<file path="config.mk">
export PLATFORM = sky130hd
export DESIGN_NAME = matrix_mult_ctrl_flat
export DESIGN_NICKNAME = d
export VERILOG_FILES = /design/src/rtl/matrix_mult_ctrl_if.sv /design/src/rtl/matrix_mult_ctrl.sv /design/src/flat_wrapper.sv
export SDC_FILE = /design/constraint.sdc
export NUM_CORES = 1
export LEC_CHECK = 0
export ABC_AREA = 1
export CORE_ASPECT_RATIO = 1.1
export CORE_MARGIN = 3
export CORE_UTILIZATION = 50
export DETAILED_ROUTE_END_ITERATION = 10
export GPL_TIMING_DRIVEN = 0
export PLACE_DENSITY = 0.68
export SYNTH_ARGS = -nofsm -noshare
export SYNTH_HDL_FRONTEND = slang
export SYNTH_SLANG_ARGS = --single-unit
export TNS_END_PERCENT = 30
</file>
<file path="constraint.sdc">
create_clock -name clk -period 2.15 [get_ports clk]
set_input_delay 0.3225 -clock clk [delete_from_list [all_inputs] [get_ports clk]]
set_output_delay 0.3225 -clock clk [all_outputs]
set_load 0.05 [all_outputs]
</file>
<file path="src/rtl/matrix_mult_ctrl_if.sv">
// rtl/matrix_mult_ctrl_if.sv - start/dimension/stall inputs and MAC/memory sequencing outputs of matrix_mult_ctrl
interface matrix_mult_ctrl_if #(
    parameter int DIM_W  = 8,
    parameter int ADDR_W = 14
);
    logic              mult;
    logic [DIM_W-1:0]  m1_dim;
    logic [DIM_W-1:0]  n1_dim;
    logic [DIM_W-1:0]  n2_dim;
    logic              stall;
    logic [ADDR_W-1:0] a_addr;
    logic [ADDR_W-1:0] b_addr;
    logic              addr_vld;
    logic              mac_clr;
    logic              mac_en;
    logic [ADDR_W-1:0] c_addr;
    logic              c_we;
    logic              busy;
    logic              done;
    logic              err;

    // Host / datapath side: issues the start request and stall, consumes the sequencing outputs
    modport master (
        output mult, m1_dim, n1_dim, n2_dim, stall,
        input  a_addr, b_addr, addr_vld, mac_clr, mac_en, c_addr, c_we, busy, done, err
    );

    // Controller side
    modport slave (
        input  mult, m1_dim, n1_dim, n2_dim, stall,
        output a_addr, b_addr, addr_vld, mac_clr, mac_en, c_addr, c_we, busy, done, err
    );
endinterface

</file>
<file path="src/rtl/matrix_mult_ctrl.sv">
// rtl/matrix_mult_ctrl.sv - sequencer for the shared MAC matrix multiply path (addresses, MAC control, writeback)
module matrix_mult_ctrl #(
    parameter int DIM_W  = 8,
    parameter int ADDR_W = 14
) (
    input  logic                clk,
    input  logic                reset,
    matrix_mult_ctrl_if.slave   bus
);

    localparam int MAX_DIM = 128;

    typedef enum logic [1:0] {
        IDLE  = 2'd0,
        RUN   = 2'd1,
        DRAIN = 2'd2,
        DONE  = 2'd3
    } state_t;

    state_t            state;

    // Latched dimensions: last index of each loop plus the address strides
    logic [DIM_W-1:0]  m_last;
    logic [DIM_W-1:0]  n_last;
    logic [DIM_W-1:0]  p_last;
    logic [ADDR_W-1:0] n_step;
    logic [ADDR_W-1:0] p_step;

    // Loop counters and incrementally generated addresses
    logic [DIM_W-1:0]  i_cnt;
    logic [DIM_W-1:0]  j_cnt;
    logic [DIM_W-1:0]  k_cnt;
    logic [ADDR_W-1:0] row_base;
    logic [ADDR_W-1:0] a_q;
    logic [ADDR_W-1:0] b_q;
    logic [ADDR_W-1:0] c_cnt;

    // Tag pipeline: v0 = address stage, v1 = MAC stage, v2 = writeback stage
    logic              v0;
    logic              v1;
    logic              v2;
    logic              t1_clr;
    logic              t1_last;
    logic [ADDR_W-1:0] t1_c;
    logic [ADDR_W-1:0] c_q;

    logic              busy_q;
    logic              done_q;
    logic              err_q;

    logic              dims_ok;
    logic              start;
    logic              last_pair;
    logic              k_wrap;

    function automatic logic dim_ok(input logic [DIM_W-1:0] d);
        return (d != '0) && (d <= DIM_W'(MAX_DIM));
    endfunction

    assign dims_ok   = dim_ok(bus.m1_dim) && dim_ok(bus.n1_dim) && dim_ok(bus.n2_dim);
    // A start is accepted in IDLE or on the edge that ends the done pulse
    assign start     = bus.mult && ((state == IDLE) || (state == DONE));
    assign k_wrap    = (k_cnt == n_last);
    assign last_pair = k_wrap && (j_cnt == p_last) && (i_cnt == m_last);

    // Sequencer FSM, loop counters, address generation and tag pipeline
    always_ff @(posedge clk or negedge reset) begin
        if (!reset) begin
            state    <= IDLE;
            m_last   <= '0;
            n_last   <= '0;
            p_last   <= '0;
            n_step   <= '0;
            p_step   <= '0;
            i_cnt    <= '0;
            j_cnt    <= '0;
            k_cnt    <= '0;
            row_base <= '0;
            a_q      <= '0;
            b_q      <= '0;
            c_cnt    <= '0;
            v0       <= 1'b0;
            v1       <= 1'b0;
            v2       <= 1'b0;
            t1_clr   <= 1'b0;
            t1_last  <= 1'b0;
            t1_c     <= '0;
            c_q      <= '0;
            busy_q   <= 1'b0;
            done_q   <= 1'b0;
            err_q    <= 1'b0;
        end else begin
            // The tag stages move only on unstalled cycles; outside RUN/DRAIN they are empty
            if (!bus.stall) begin
                v1      <= v0;
                t1_clr  <= (k_cnt == '0);
                t1_last <= k_wrap;
                t1_c    <= c_cnt;
                v2      <= v1 && t1_last;
                if (v1 && t1_last) begin
                    c_q <= t1_c;
                end
            end

            case (state)
                IDLE, DONE: begin
                    done_q <= 1'b0;
                    err_q  <= 1'b0;
                    state  <= IDLE;
                    if (start) begin
                        m_last   <= bus.m1_dim - DIM_W'(1);
                        n_last   <= bus.n1_dim - DIM_W'(1);
                        p_last   <= bus.n2_dim - DIM_W'(1);
                        n_step   <= ADDR_W'(bus.n1_dim);
                        p_step   <= ADDR_W'(bus.n2_dim);
                        i_cnt    <= '0;
                        j_cnt    <= '0;
                        k_cnt    <= '0;
                        row_base <= '0;
                        a_q      <= '0;
                        b_q      <= '0;
                        c_cnt    <= '0;
                        if (dims_ok) begin
                            state  <= RUN;
                            v0     <= 1'b1;
                            busy_q <= 1'b1;
                        end else begin
                            // Illegal shape: report immediately, never touch the datapath
                            state  <= DONE;
                            done_q <= 1'b1;
                            err_q  <= 1'b1;
                        end
                    end
                end

                RUN: begin
                    if (!bus.stall) begin
                        if (last_pair) begin
                            v0    <= 1'b0;
                            state <= DRAIN;
                        end else if (!k_wrap) begin
                            k_cnt <= k_cnt + DIM_W'(1);
                            a_q   <= a_q + ADDR_W'(1);
                            b_q   <= b_q + p_step;
                        end else begin
                            // Output element complete: restart k, move to next column or row
                            k_cnt <= '0;
                            c_cnt <= c_cnt + ADDR_W'(1);
                            if (j_cnt != p_last) begin
                                j_cnt <= j_cnt + DIM_W'(1);
                                a_q   <= row_base;
                                b_q   <= ADDR_W'(j_cnt) + ADDR_W'(1);
                            end else begin
                                j_cnt    <= '0;
                                i_cnt    <= i_cnt + DIM_W'(1);
                                row_base <= row_base + n_step;
                                a_q      <= row_base + n_step;
                                b_q      <= '0;
                            end
                        end
                    end
                end

                DRAIN: begin
                    // With v0 empty, an empty MAC stage means the writeback stage empties this edge
                    if (!bus.stall && !v1) begin
                        state  <= DONE;
                        done_q <= 1'b1;
                        busy_q <= 1'b0;
                    end
                end

                default: begin
                    state <= IDLE;
                end
            endcase
        end
    end

    // Stall suppresses every datapath strobe while the registered addresses hold
    assign bus.a_addr   = a_q;
    assign bus.b_addr   = b_q;
    assign bus.c_addr   = c_q;
    assign bus.addr_vld = v0 && !bus.stall;
    assign bus.mac_en   = v1 && !bus.stall;
    assign bus.mac_clr  = v1 && t1_clr && !bus.stall;
    assign bus.c_we     = v2 && !bus.stall;
    assign bus.busy     = busy_q;
    assign bus.done     = done_q;
    assign bus.err      = err_q;

endmodule

</file>
<file path="src/flat_wrapper.sv">
// flat-port wrapper written by rule: the top's interface ports become plain ports
module matrix_mult_ctrl_flat 
#(
    parameter int DIM_W  = 8,
    parameter int ADDR_W = 14
)
  (clk, reset, bus_mult, bus_m1_dim, bus_n1_dim, bus_n2_dim, bus_stall, bus_a_addr, bus_b_addr, bus_addr_vld, bus_mac_clr, bus_mac_en, bus_c_addr, bus_c_we, bus_busy, bus_done, bus_err);
  matrix_mult_ctrl_if #(.DIM_W(DIM_W), .ADDR_W(ADDR_W)) bus_i ();
  input  logic clk;
  input  logic reset;
  input wire logic [$bits(bus_i.mult)-1:0] bus_mult;
  input wire logic [$bits(bus_i.m1_dim)-1:0] bus_m1_dim;
  input wire logic [$bits(bus_i.n1_dim)-1:0] bus_n1_dim;
  input wire logic [$bits(bus_i.n2_dim)-1:0] bus_n2_dim;
  input wire logic [$bits(bus_i.stall)-1:0] bus_stall;
  output wire logic [$bits(bus_i.a_addr)-1:0] bus_a_addr;
  output wire logic [$bits(bus_i.b_addr)-1:0] bus_b_addr;
  output wire logic [$bits(bus_i.addr_vld)-1:0] bus_addr_vld;
  output wire logic [$bits(bus_i.mac_clr)-1:0] bus_mac_clr;
  output wire logic [$bits(bus_i.mac_en)-1:0] bus_mac_en;
  output wire logic [$bits(bus_i.c_addr)-1:0] bus_c_addr;
  output wire logic [$bits(bus_i.c_we)-1:0] bus_c_we;
  output wire logic [$bits(bus_i.busy)-1:0] bus_busy;
  output wire logic [$bits(bus_i.done)-1:0] bus_done;
  output wire logic [$bits(bus_i.err)-1:0] bus_err;
  assign bus_i.mult = bus_mult;
  assign bus_i.m1_dim = bus_m1_dim;
  assign bus_i.n1_dim = bus_n1_dim;
  assign bus_i.n2_dim = bus_n2_dim;
  assign bus_i.stall = bus_stall;
  assign bus_a_addr = bus_i.a_addr;
  assign bus_b_addr = bus_i.b_addr;
  assign bus_addr_vld = bus_i.addr_vld;
  assign bus_mac_clr = bus_i.mac_clr;
  assign bus_mac_en = bus_i.mac_en;
  assign bus_c_addr = bus_i.c_addr;
  assign bus_c_we = bus_i.c_we;
  assign bus_busy = bus_i.busy;
  assign bus_done = bus_i.done;
  assign bus_err = bus_i.err;
  matrix_mult_ctrl #(.DIM_W(DIM_W), .ADDR_W(ADDR_W)) u_core (.clk(clk), .reset(reset), .bus(bus_i));
endmodule
</file>
; ---- Word-level counts from Yosys, hierarchy flattened
; Cells that the tools add are included.
; W data, S select, Z words.
[totals]
wordCells = 139
register_bits = 158
output_inout_bits = 49
in_bits = 28
[classes]
eq_ne = 15
n_lt_le_gt_ge = 3
addsub = 11
n_mux = 51
n_reduce_logical = 35
n_bitwise = 1
[ops]
columns = op, count
row1 = $mux W14, 15
row2 = $pmux W14 S2, 4
row3 = $mux W8, 12
row4 = $pmux W8 S2, 3
row5 = $add A14 B1 Y14 const B, 2
row6 = $add A14 B8 Y14, 2
row7 = $add A8 B1 Y8 const B, 3
row8 = $eq A8 B8 Y1, 3
row9 = $le A8 B8 Y1 const B, 3
row10 = $reduce_bool A8 Y1, 3
row11 = $sub A8 B1 Y8 const B, 3
row12 = $logic_and A1 B1 Y1, 15
row13 = $mux W2, 5
row14 = $ne A2 B1 Y1 const B, 5
row15 = $reduce_and A5 Y1, 2
row16 = $add A8 B1 Y9 const B, 1
row17 = $logic_not A8 Y1, 1
row18 = $mux W1, 8
row19 = $ne A8 B8 Y1, 1
row20 = $reduce_and A4 Y1, 2
row21 = $ne A2 B2 Y1 const B, 3
row22 = $pmux W1 S2, 3
row23 = $pmux W2 S3, 1
row24 = $reduce_and A2 Y1, 3
row25 = other kinds (10), 13

; ---- Depth between registers and ports, before layout
[depth]
ltp_word = 7
ltp_mapped = 15
ltp_nobuf = 15

; ---- Worst setup path after synthesis
; No wires, ideal clock.
[synth_path]
path_type = flip-flop to flip-flop
from = register u_core.b_q[0] (netlist: u_core.bus.b_addr[0])
to = register u_core.b_q[10] (netlist: u_core.bus.b_addr[10])
synth_period_minus_slack_ns = 2.136
t_required_ns = 2.067
n_path_buf = 0
setup_ns = 0.083
path_stages_with_launch = 13
setup_slack_ns = 0.014
t_arrival_ns = 2.054
cell_sequence = dfrtp_1 ha_1 inv_1 fa_1 inv_1 nand3_1 nand2_1 nand3_1 nand2_1 nand2_1 nand2_1 nand4_1 o21ai_0
[synth_between]
elab_chain_len = 5
[synth_lines]
columns = item, line_no
row1 = start: declaration, matrix_mult_ctrl.sv:35  ; logic [ADDR_W-1:0] b_q;
row2 = start signal: assignment, matrix_mult_ctrl.sv:144  ; b_q <= b_q + p_step;
row3 = start signal: assignment, matrix_mult_ctrl.sv:152  ; b_q <= ADDR_W'(j_cnt) + ADDR_W'(1);
row4 = $add A14 B8 Y14, matrix_mult_ctrl.sv:144
row5 = $mux W14, matrix_mult_ctrl.sv:141  ; end else if (!k_wrap) begin
row6 = $mux W14, matrix_mult_ctrl.sv:138  ; if (last_pair) begin
row7 = $mux W14, matrix_mult_ctrl.sv:137  ; if (!bus.stall) begin
row8 = $pmux W14 S2, matrix_mult_ctrl.sv:105  ; case (state)
; No other way between the ends. The select of a mux whose other input is x is not followed.
; A chain may end at the register's enable or synchronous reset.

; ---- Final worst setup path
[layout_path]
from = register u_core.b_q[11] (netlist: u_core.bus.b_addr[11])
to = output port bus_b_addr[11]
[layout_rtl]
columns = item, line_no
row1 = end: declaration, flat_wrapper.sv:17  ; output wire logic [$bits(bus_i.b_addr)-1:0] bus_b_addr;
; No word-level cell between the ends.

==> flow_results.xml <==
<?xml version="1.0" encoding="UTF-8"?>
<metrics>
  <group name="layout">
    <metric name="num_antenna_cells" unit="">0</metric>
    <metric name="post_route_cells_drive_above_1_share" unit="%">9.42</metric>
    <metric name="layout-area-overhead-vs-synth" unit="%">19.8</metric>
    <metric name="multi_input_comb_area" unit="µm²">4980</metric>
    <metric name="area.sequential" unit="µm²">3960</metric>
    <metric name="finalNetCount" unit="">1533</metric>
    <metric name="final.fill_count" unit="">1723</metric>
  </group>
  <group name="yosys">
    <metric name="synth_top_area_share" unit="%">40.9</metric>
    <metric name="netlist_area_before_placement" unit="µm²">9680</metric>
    <metric name="count_of_flip_flops_with_a_built_in_enable_after_synthesis" unit="">0</metric>
    <metric name="postSynth.topFlopCell" unit="">sky130_fd_sc_hd__dfrtp_1</metric>
    <metric name="synth_cells" unit="">1365</metric>
    <metric name="synth_area_per_cell" unit="µm²">7.09</metric>
    <metric name="synth_seq_area_share" unit="%">40.9</metric>
    <metric name="ys_ff_latch" unit="">158</metric>
    <metric name="yosysWarningCount" unit="">0</metric>
    <metric name="postSynthNetCount" unit="">1425</metric>
    <metric name="netlist.top_cell.by_area" unit="">sky130_fd_sc_hd__dfrtp_1</metric>
    <metric name="async_reset_ff_share" unit="%">100</metric>
    <metric name="post_synth_main_area_contributors" unit="">sky130_fd_sc_hd__dfrtp_1, sky130_fd_sc_hd__nand2_1, sky130_fd_sc_hd__nand3_1, sky130_fd_sc_hd__inv_1, sky130_fd_sc_hd__nor2_1</metric>
    <metric name="post_synth_most_frequent_cells" unit="">sky130_fd_sc_hd__nand2_1, sky130_fd_sc_hd__dfrtp_1, sky130_fd_sc_hd__inv_1, sky130_fd_sc_hd__nor2_1, sky130_fd_sc_hd__nand3_1</metric>
    <metric name="yosys.cell_types.count" unit="">40</metric>
    <metric name="yosysMostFrequentCell" unit="">sky130_fd_sc_hd__nand2_1</metric>
  </group>
  <group name="placed_design">
    <metric name="place_congestion" unit="">0.937</metric>
    <metric name="dp_hpwl" unit="µm">20000</metric>
    <metric name="port_buffers" unit="">76</metric>
    <metric name="post-place-ws" unit="ns">-0.802</metric>
  </group>
  <group name="clock_network">
    <metric name="cts.sink_count" unit="">158</metric>
    <metric name="cts_max_path_buffers" unit="">2</metric>
    <metric name="cts_root_buf" unit="">sky130_fd_sc_hd__clkbuf_16</metric>
    <metric name="insertion_delay_of_the_later_clocked_pin_in_the_worst_skew_pair" unit="ns">0.44</metric>
    <metric name="clk_pin_slew_worst_paths" unit="ns">0.07</metric>
    <metric name="cts_made_buffers" unit="">17</metric>
    <metric name="tritoncts_clock_tree" unit="">yes</metric>
    <metric name="cts-htree-levels" unit="">4</metric>
  </group>
  <group name="setup_path">
    <metric name="timing.critical_path.from_type" unit="">flop</metric>
    <metric name="setup.worst_path.end_class" unit="">primary output</metric>
    <metric name="maximum_fanout_count_along_the_critical_path" unit="">5</metric>
    <metric name="setup.worst_path.class" unit="">reg2out</metric>
    <metric name="worst_reg2reg_setup_slack" unit="ns">0.10</metric>
    <metric name="critical_path.slowest_cell" unit="">sky130_fd_sc_hd__clkdlybuf4s50_1</metric>
    <metric name="family_with_the_most_delay_on_the_worst_path" unit="">buffers and inverters</metric>
    <metric name="crit_path_cell_trace" unit="">clkdlybuf4s50_1</metric>
    <metric name="cp.arrival" unit="ns">1.77</metric>
    <metric name="critical_path.max_stage_delay" unit="ns">0.85</metric>
    <metric name="critPathBufInv" unit="">1</metric>
    <metric name="critical_path_required" unit="ns">1.83</metric>
  </group>
  <group name="floorplan">
    <metric name="top_level_ports" unit="">77</metric>
    <metric name="die-width" unit="µm">139</metric>
    <metric name="starting_density_of_the_core" unit="%">51.8</metric>
    <metric name="std_cell_rows" unit="">52</metric>
    <metric name="die_height" unit="µm">152</metric>
    <metric name="core_footprint" unit="µm²">18700</metric>
    <metric name="dieArea" unit="µm²">21100</metric>
  </group>
  <group name="timing">
    <metric name="slew_of_the_pin_with_the_lowest_slew_margin" unit="ns">0.666</metric>
    <metric name="setup_viol" unit="">0</metric>
    <metric name="grt_setup_unrepaired" unit="">true</metric>
    <metric name="finalWorstSetupSlack" unit="ns">0.0551</metric>
    <metric name="timing_max_transition_violations_final" unit="">0</metric>
    <metric name="maxClockFrequency" unit="MHz">477</metric>
    <metric name="setup_total_negative_slack" unit="ns">0</metric>
    <metric name="period_share" unit="%">97.4</metric>
    <metric name="slew-limit-headroom" unit="%">55.6</metric>
    <metric name="finalClockSkew" unit="ns">0.0138</metric>
    <metric name="report.final.hold_viol_count" unit="">0</metric>
    <metric name="min_period" unit="ns">2.09</metric>
  </group>
  <group name="job">
    <metric name="cap_violations" unit="">0</metric>
  </group>
  <group name="route">
    <metric name="drt_iter0_drc" unit="">713</metric>
    <metric name="routed_wirelength" unit="µm">27000</metric>
    <metric name="wire_per_inst" unit="µm">15.6</metric>
    <metric name="num_vias" unit="">9077</metric>
    <metric name="antenna_left" unit="">0</metric>
    <metric name="viasPerCell" unit="">5.25</metric>
    <metric name="detailed_routing_iterations_pass_1" unit="">5</metric>
    <metric name="drc" unit="">0</metric>
  </group>
  <group name="run_status">
    <metric name="run_status" unit="">finished clean</metric>
  </group>
  <group name="power_and_ir_drop">
    <metric name="max-vdd-ir-drop" unit="mV">0.817</metric>
    <metric name="pwr_density_cell" unit="nW/µm²">1120</metric>
    <metric name="static-leakage-power" unit="µW">0.00592</metric>
    <metric name="power.total" unit="µW">13000</metric>
  </group>
  <group name="global_routing">
    <metric name="grt_max_degree" unit="">97</metric>
    <metric name="grtUsageTotal" unit="%">26.2</metric>
    <metric name="global_route.overflow_total" unit="">0</metric>
    <metric name="vias_in_the_first_global_route" unit="">8574</metric>
    <metric name="antenna_found_initial" unit="">0</metric>
    <metric name="grt_pass1_wl" unit="µm">44400</metric>
  </group>
  <group name="worst_hold_path">
    <metric name="hold_class" unit="">in2async</metric>
  </group>
</metrics>
==> worst reg2reg max path, cell delays in order (launching register included) <==
cell,delay [ns]
sky130_fd_sc_hd__dfrtp_1,0.37
sky130_fd_sc_hd__inv_1,0.05
sky130_fd_sc_hd__ha_1,0.33
sky130_fd_sc_hd__nand2_2,0.11
sky130_fd_sc_hd__inv_4,0.07
sky130_fd_sc_hd__a21oi_2,0.04
sky130_fd_sc_hd__a21oi_2,0.23
sky130_fd_sc_hd__nand2_4,0.09
sky130_fd_sc_hd__buf_4,0.20
sky130_fd_sc_hd__nor2_4,0.25
sky130_fd_sc_hd__nand2_1,0.14
sky130_fd_sc_hd__nand3_1,0.10
==> cells by family (layout without fill, tap and decap cells) <==
kind of cell	Yosys count	count (layout)	synth area share, %
compound gates	109	109	6.10
xor+xnor	41	41	3.71
fa+ha+maj	32	32	4.29
buf+inv	204	325	8.57
flops	158	158	40.9
mux	14	14	1.63
simple gates	807	807	34.8
==> stage by stage <==
stage	cells	utilization (%)	area [µm²]	hold slack [ns]
finish	1729	62.1	11600	0.410
CTS	1724	61.3	11400	0.447
global route	1729	62.1	11600	0.460
detailed placement	1685	57.7	10800	0.306
floorplan	1365	-	9680	0.0269
global placement	1684	57.5	10700	0.455
==> report_power, final <==
group,switching (µW),internal (µW),total (µW)
clock,1430,1530,2960
combinational,4140,1900,6040
sequential,478,3520,4000
==> final cells by class <==
| type | instances | share of cell area [%] |
|---|---|---|
| repair buffers | 89 | 7.73 |
| flip-flops and latches | 158 | 34.2 |
| plain buffers | 39 | 2.16 |
| well taps | 243 | 2.62 |
| clock inverters | 15 | 1.24 |
| clock buffers | 17 | 3.67 |
| multi-input cells | 1003 | 43.0 |
| inverters | 165 | 5.40 |
==> flip-flops by register name, summed over array words and instances (netlist names), 14 cells and up <==
signal             count
u_core.bus.a_addr     14
u_core.bus.c_addr     14
u_core.c_cnt          14
u_core.bus.b_addr     14
u_core.row_base       14
u_core.t1_c           14
==> worst paths after layout <==
| kind | start | to | depth (start not counted) |
|---|---|---|---|
| setup reg to reg | u_core.state[0] | u_core.bus.a_addr[1] | 11 |
| min in group clk | bus_m1_dim[0] | u_core.m_last[0] | 2 |
| max in group asynchronous | reset | u_core.m_last[1] | 3 |
| hold reg to reg | u_core.t1_c[1] | u_core.t1_c[1] | 2 |
| setup / recovery | u_core.bus.b_addr[11] | bus_b_addr[11] | 1 |
| hold / removal | reset | u_core.bus.a_addr[3] | 2 |
==> routing by layer <==
metal	GRT usage, %	routed length, µm	vias up
met5	0	0	-
met4	9.88	734	0
met3	3.80	1460	39
met2	42.1	12500	259
met1	36.2	12300	4231
li1	-	-	4548
==> cells in the final DEF, fill, tap and decap left out, drive strengths merged <==
| cell type | count |
|---|---|
| a21boi | 1 |
| a21o | 3 |
| a21oi | 24 |
| a22oi | 2 |
| a31oi | 4 |
| buf | 32 |
| clkbuf | 38 |
| clkdlybuf4s18 | 1 |
| clkdlybuf4s50 | 70 |
| clkinv | 4 |
| clkinvlp | 3 |
| dfrtp | 158 |
| dlygate4sd2 | 2 |
| dlygate4sd3 | 1 |
| dlymetal6s2s | 1 |
| fa | 2 |
| ha | 30 |
| inv | 173 |
| mux2 | 14 |
| nand2 | 500 |
| nand3 | 119 |
| nand3b | 6 |
| nand4 | 26 |
| nor2 | 130 |
| nor3 | 18 |
| nor3b | 3 |
| nor4 | 3 |
| o21a | 1 |
| o21ai | 66 |
| o21bai | 4 |
| o221ai | 3 |
| o22ai | 1 |
| or2 | 2 |
| xnor2 | 12 |
| xor2 | 29 |
==> repair_timing <==
action,in CTS,in global routing
resized for setup,31,43
buffers inserted,6,5
pin swaps,3,3
setup endpoints to repair,108,86
endpoints found under the hold margin,62,0
hold buffers,1,0
(Power assumes the default switching activity.)
==> RTL change 1, RTL diff (same settings) <==
Make the reset (`reset`) synchronous in one clocked block.
--- a/src/rtl/matrix_mult_ctrl.sv
+++ b/src/rtl/matrix_mult_ctrl.sv
@@ -64,7 +64,7 @@
     assign last_pair = k_wrap && (j_cnt == p_last) && (i_cnt == m_last);
 
     // Sequencer FSM, loop counters, address generation and tag pipeline
-    always_ff @(posedge clk or negedge reset) begin
+    always_ff @(posedge clk) begin
         if (!reset) begin
             state    <= IDLE;
             m_last   <= '0;
Behaviour: differs if reset is asserted again (counterexample within 4 cycles, from zero or initial values and one cycle with reset low); with reset held inactive, the same outputs for 4 cycles.
==> RTL change 1 against the original RTL <==
Worst setup slack better by 41 ps. Synthesized cell count increased by 5.6%. Hold slack better by 55 ps. Area after synthesis is 4.8% lower. Fmax increased by 2.0%. Count of clock-buffer cells in the layout up 1. Utilization up 0.62 points. Design area is 3.4% lower. Wire length up 8.0%. Via count is 6.7% higher. Power increased by 10%. Sequential cell count stayed put. Critical path type unchanged.
==> RTL change 1: results (changes against the original RTL) <==
status - completed (unchanged)
Worst slew margin - 49.2% (was 55.6%)
P_leak - 4.74 nW (was 5.92 nW)
Worst Slack Setup Final - 96.3 ps (was 55.1 ps)
Non-Filler Cell Area, Final - 11200 um2 (was 11600 um2)
total track usage - 29.1% (was 26.2%)
via count - 9687 (was 9077)
Post-synth ARST share - 0% (was 100%)
syn_nets - 1500 (was 1425)
postcts setup bufs - 5 (was 6)
vias in the first global route - 9100 (was 8574)
worst reg2reg endpoint - u_core.bus.a_addr[8] (was u_core.bus.a_addr[1])
reg2reg start - u_core.row_base[0] (was u_core.state[0])
syn_area_per_cell - 6.39 um2 (was 7.09 um2)
first-pass GRT wire length - 46.1 mm (was 44.4 mm)
VDD IR-drop max - 1000 uV (was 817 uV)
HPWL Detailed - 22.1 mm (was 20.0 mm)
clock share of power - 20.9% (was 22.8%)
Post-Place Worst Slack - -494 ps (was -802 ps)
Psw - 6.71 mW (was 6.04 mW)
FILL cells - 1740 (was 1723)
Critical Path Sink - bus_b_addr[3] (was bus_b_addr[11])
routed len/inst - 16.2 um (was 15.6 um)
largest net degree at the start of global routing - 17 (was 97)
Synth Area in Adders - 4.24% (was 4.29%)
Sequential Power Share - 27.0% (was 30.7%)
Port Buffers - 75 (was 76)
Starting DRT DRC Count - 784 (was 713)
Post-CTS Resized - 37 (was 31)
nets - 1608 (was 1533)
DR pass1 iterations - 6 (was 5)
Post-synth top cells - 372 x nand2_1, 187 x nor2_1, 166 x inv_1 (was 495 x nand2_1, 158 x dfrtp_1, 150 x inv_1)
share of post-route cells with drive strength above 1 - 8.83% (was 9.42%)
## RTL change 1: changes by cell type in the layout (fill, tap and decap cells not counted), sizes merged, moves of 6 or more
| cell | unedited run | this run |
|---|---|---|
| a21oi | 24 | 109 |
| clkbuf | 38 | 55 |
| dfrtp | 158 | 0 |
| dfxtp | 0 | 158 |
| mux2 | 14 | 0 |
| nand2 | 500 | 375 |
| nand3 | 119 | 104 |
| nor2 | 130 | 192 |
| nor3 | 18 | 30 |
| o21ai | 66 | 111 |
| xor2 | 29 | 35 |
## RTL change 1: layer usage
layer	vias to the layer above	routed length, um	global-route usage, %
met4	0	998	10.1
li1	4867	-	-
met2	292	13800	49.8
met1	4473	12700	37.6
met3	55	1650	4.19
met5	-	0	0
## RTL change 1: layout make-up
cell class / instances / area share [%]
inverter: 175 / 5.98
clock buffer: 18 / 3.92
timing repair buffer: 88 / 7.61
multi-input combinational: 1055 / 47.3
tap: 238 / 2.66
sequential: 158 / 28.4
buffer: 55 / 2.95
clock inverter: 14 / 1.22
==> RTL change 2, RTL diff (same settings) <==
Made on the original files. `DIM_W` is set to 8 in 3 places; all go to 12.
--- a/src/rtl/matrix_mult_ctrl_if.sv
+++ b/src/rtl/matrix_mult_ctrl_if.sv
@@ -1,6 +1,6 @@
 // rtl/matrix_mult_ctrl_if.sv - start/dimension/stall inputs and MAC/memory sequencing outputs of matrix_mult_ctrl
 interface matrix_mult_ctrl_if #(
-    parameter int DIM_W  = 8,
+    parameter int DIM_W  = 12,
     parameter int ADDR_W = 14
 );
     logic              mult;
--- a/src/rtl/matrix_mult_ctrl.sv
+++ b/src/rtl/matrix_mult_ctrl.sv
@@ -1,6 +1,6 @@
 // rtl/matrix_mult_ctrl.sv - sequencer for the shared MAC matrix multiply path (addresses, MAC control, writeback)
 module matrix_mult_ctrl #(
-    parameter int DIM_W  = 8,
+    parameter int DIM_W  = 12,
     parameter int ADDR_W = 14
 ) (
     input  logic                clk,
--- a/src/flat_wrapper.sv
+++ b/src/flat_wrapper.sv
@@ -1,7 +1,7 @@
 // flat-port wrapper written by rule: the top's interface ports become plain ports
 module matrix_mult_ctrl_flat 
 #(
-    parameter int DIM_W  = 8,
+    parameter int DIM_W  = 12,
     parameter int ADDR_W = 14
 )
   (clk, reset, bus_mult, bus_m1_dim, bus_n1_dim, bus_n2_dim, bus_stall, bus_a_addr, bus_b_addr, bus_addr_vld, bus_mac_clr, bus_mac_en, bus_c_addr, bus_c_we, bus_busy, bus_done, bus_err);
Ports: changed (resized bus_m1_dim, bus_n1_dim and bus_n2_dim); port bits go from 77 to 89. The function was not compared with the original's and may differ.
==> RTL change 2 against the original RTL <==
The run now ends with negative setup slack left. Highest routed layer unchanged. Wire length grew 33%. Area after synthesis increased by 24%. Register-to-register slack worse by 120 ps. Power increased by 29%. Die area grew 23%. Worst setup slack lost 71 ps. First-iteration DRC count increased by 28%. Critical path depth rose by 7. Sequential cell count increased by 32. Design area grew 24%.
==> RTL change 2: results (changes against the original RTL) <==
status - finished with violations (was completed)
failing checks - negative setup slack
critical path's largest stage delay - 580 ps (was 850 ps)
inverters - 188 (was 165)
setup violators final - 3 (was 0)
Post-synth top cells - 594 x nand2_1, 190 x dfrtp_1, 178 x inv_1 (was 495 x nand2_1, 158 x dfrtp_1, 150 x inv_1)
slowest CP cell - clkbuf_1 (was clkdlybuf4s50_1)
Slew @ Worst Pin - 702 ps (was 666 ps)
Routed WL - 35.9 mm (was 27.0 mm)
met3 usage - 4.17% (was 3.80%)
Synth Area in Compound Gates - 6.72% (was 6.10%)
Via density - 5.36 (was 5.25)
sequential share of the synthesized area - 39.6% (was 40.9%)
post-synthesis mux area share - 1.31% (was 1.63%)
Starting DRT DRC Count - 916 (was 713)
largest net degree at the start of global routing - 116 (was 97)
syn_nets - 1783 (was 1425)
xor-xnor portion of the synthesized cell area - 4.67% (was 3.71%)
clkbuf count - 18 (was 17)
vias in the first global route - 10800 (was 8574)
GPL Wtd Cong - 0.946 (was 0.937)
first-pass GRT wire length - 57.8 mm (was 44.4 mm)
CP max FO - 10 (was 5)
met2 wire length - 16.2 mm (was 12.5 mm)
top cells by area, synth - dfrtp_1 40%, nand2_1 19%, nand3_1 6.3% (was dfrtp_1 41%, nand2_1 19%, nand3_1 6.1%)
Worst Slack Setup Final - -15.8 ps (was 55.1 ps)
HPWL Detailed - 27.4 mm (was 20.0 mm)
Clock-cell share - 4.02% (was 4.91%)
final setup TNS - -34.4 ps (was 0 ps)
met3 routed WL - 2.26 mm (was 1.46 mm)
Seq area share - 33.3% (was 34.2%)
Plain + repair buffers - 163 (was 128)
grt met1 use - 39.4% (was 36.2%)
nets - 1910 (was 1533)
initial antenna violation count - 1 (was 0)
-- RTL change 2: critical path, delay by kind of cell, from the launching register on --
| family | cells | cell delay (ps) |
|---|---|---|
| flops | 1 | 390 |
| buf+inv | 4 | 1120 |
| fa+ha+maj | 1 | 260 |
| simple gates | 3 | 290 |
-- RTL change 2: cell families after synthesis --
group / after synthesis
flip-flops: 190
multiplexers: 14
XOR/XNOR: 64
AO/OA/AOI/OAI: 147
AND/OR/NAND/NOR: 1005
buffers and inverters: 243
adder cells (fa/ha/maj): 40
-- RTL change 2: stage by stage --
stage / instance area (um2) / hold slack (ps) / cells / utilization [%] / power (mW)
after floorplan: 12000 / 26.9 / 1703 / - / 9.96
after global placement: 13300 / 460 / 2091 / 57.1 / 12.7
after detailed placement: 13300 / 335 / 2092 / 57.2 / 12.8
after CTS: 14000 / 457 / 2127 / 60.4 / 16.1
after global routing: 14300 / 478 / 2143 / 61.7 / 17.8
final: 14300 / 428 / 2143 / 61.7 / 16.7
-- RTL change 2: final timing paths --
check / from / endpoint / slack, ps / cells after the start
min reg2reg: u_core.t1_c[12] / u_core.t1_c[12] / 480 / 2
max in group asynchronous: reset / u_core.k_cnt[2] / 630 / 3
max reg2reg: u_core.state[1] / u_core.i_cnt[6] / -20 / 8
min: reset / u_core.bus.b_addr[9] / 430 / 2
max: u_core.state[1] / u_core.i_cnt[6] / -20 / 8
min in group clk: bus_n2_dim[6] / u_core.p_last[6] / 480 / 3
-- RTL change 2: timing repair --
item                                    CTS  global route
pin swaps                                 2            10
endpoints found under the setup margin  128           121
setup buffers                             2            16
resized for setup                        48            67
endpoints found under the hold margin    75             0
hold buffers                              1             0
-- RTL change 2: where the power goes --
part	switching [mW]	internal, mW	total (mW)
clock	1.59	1.55	3.14
combinational	5.65	2.86	8.51
sequential	0.748	4.32	5.07
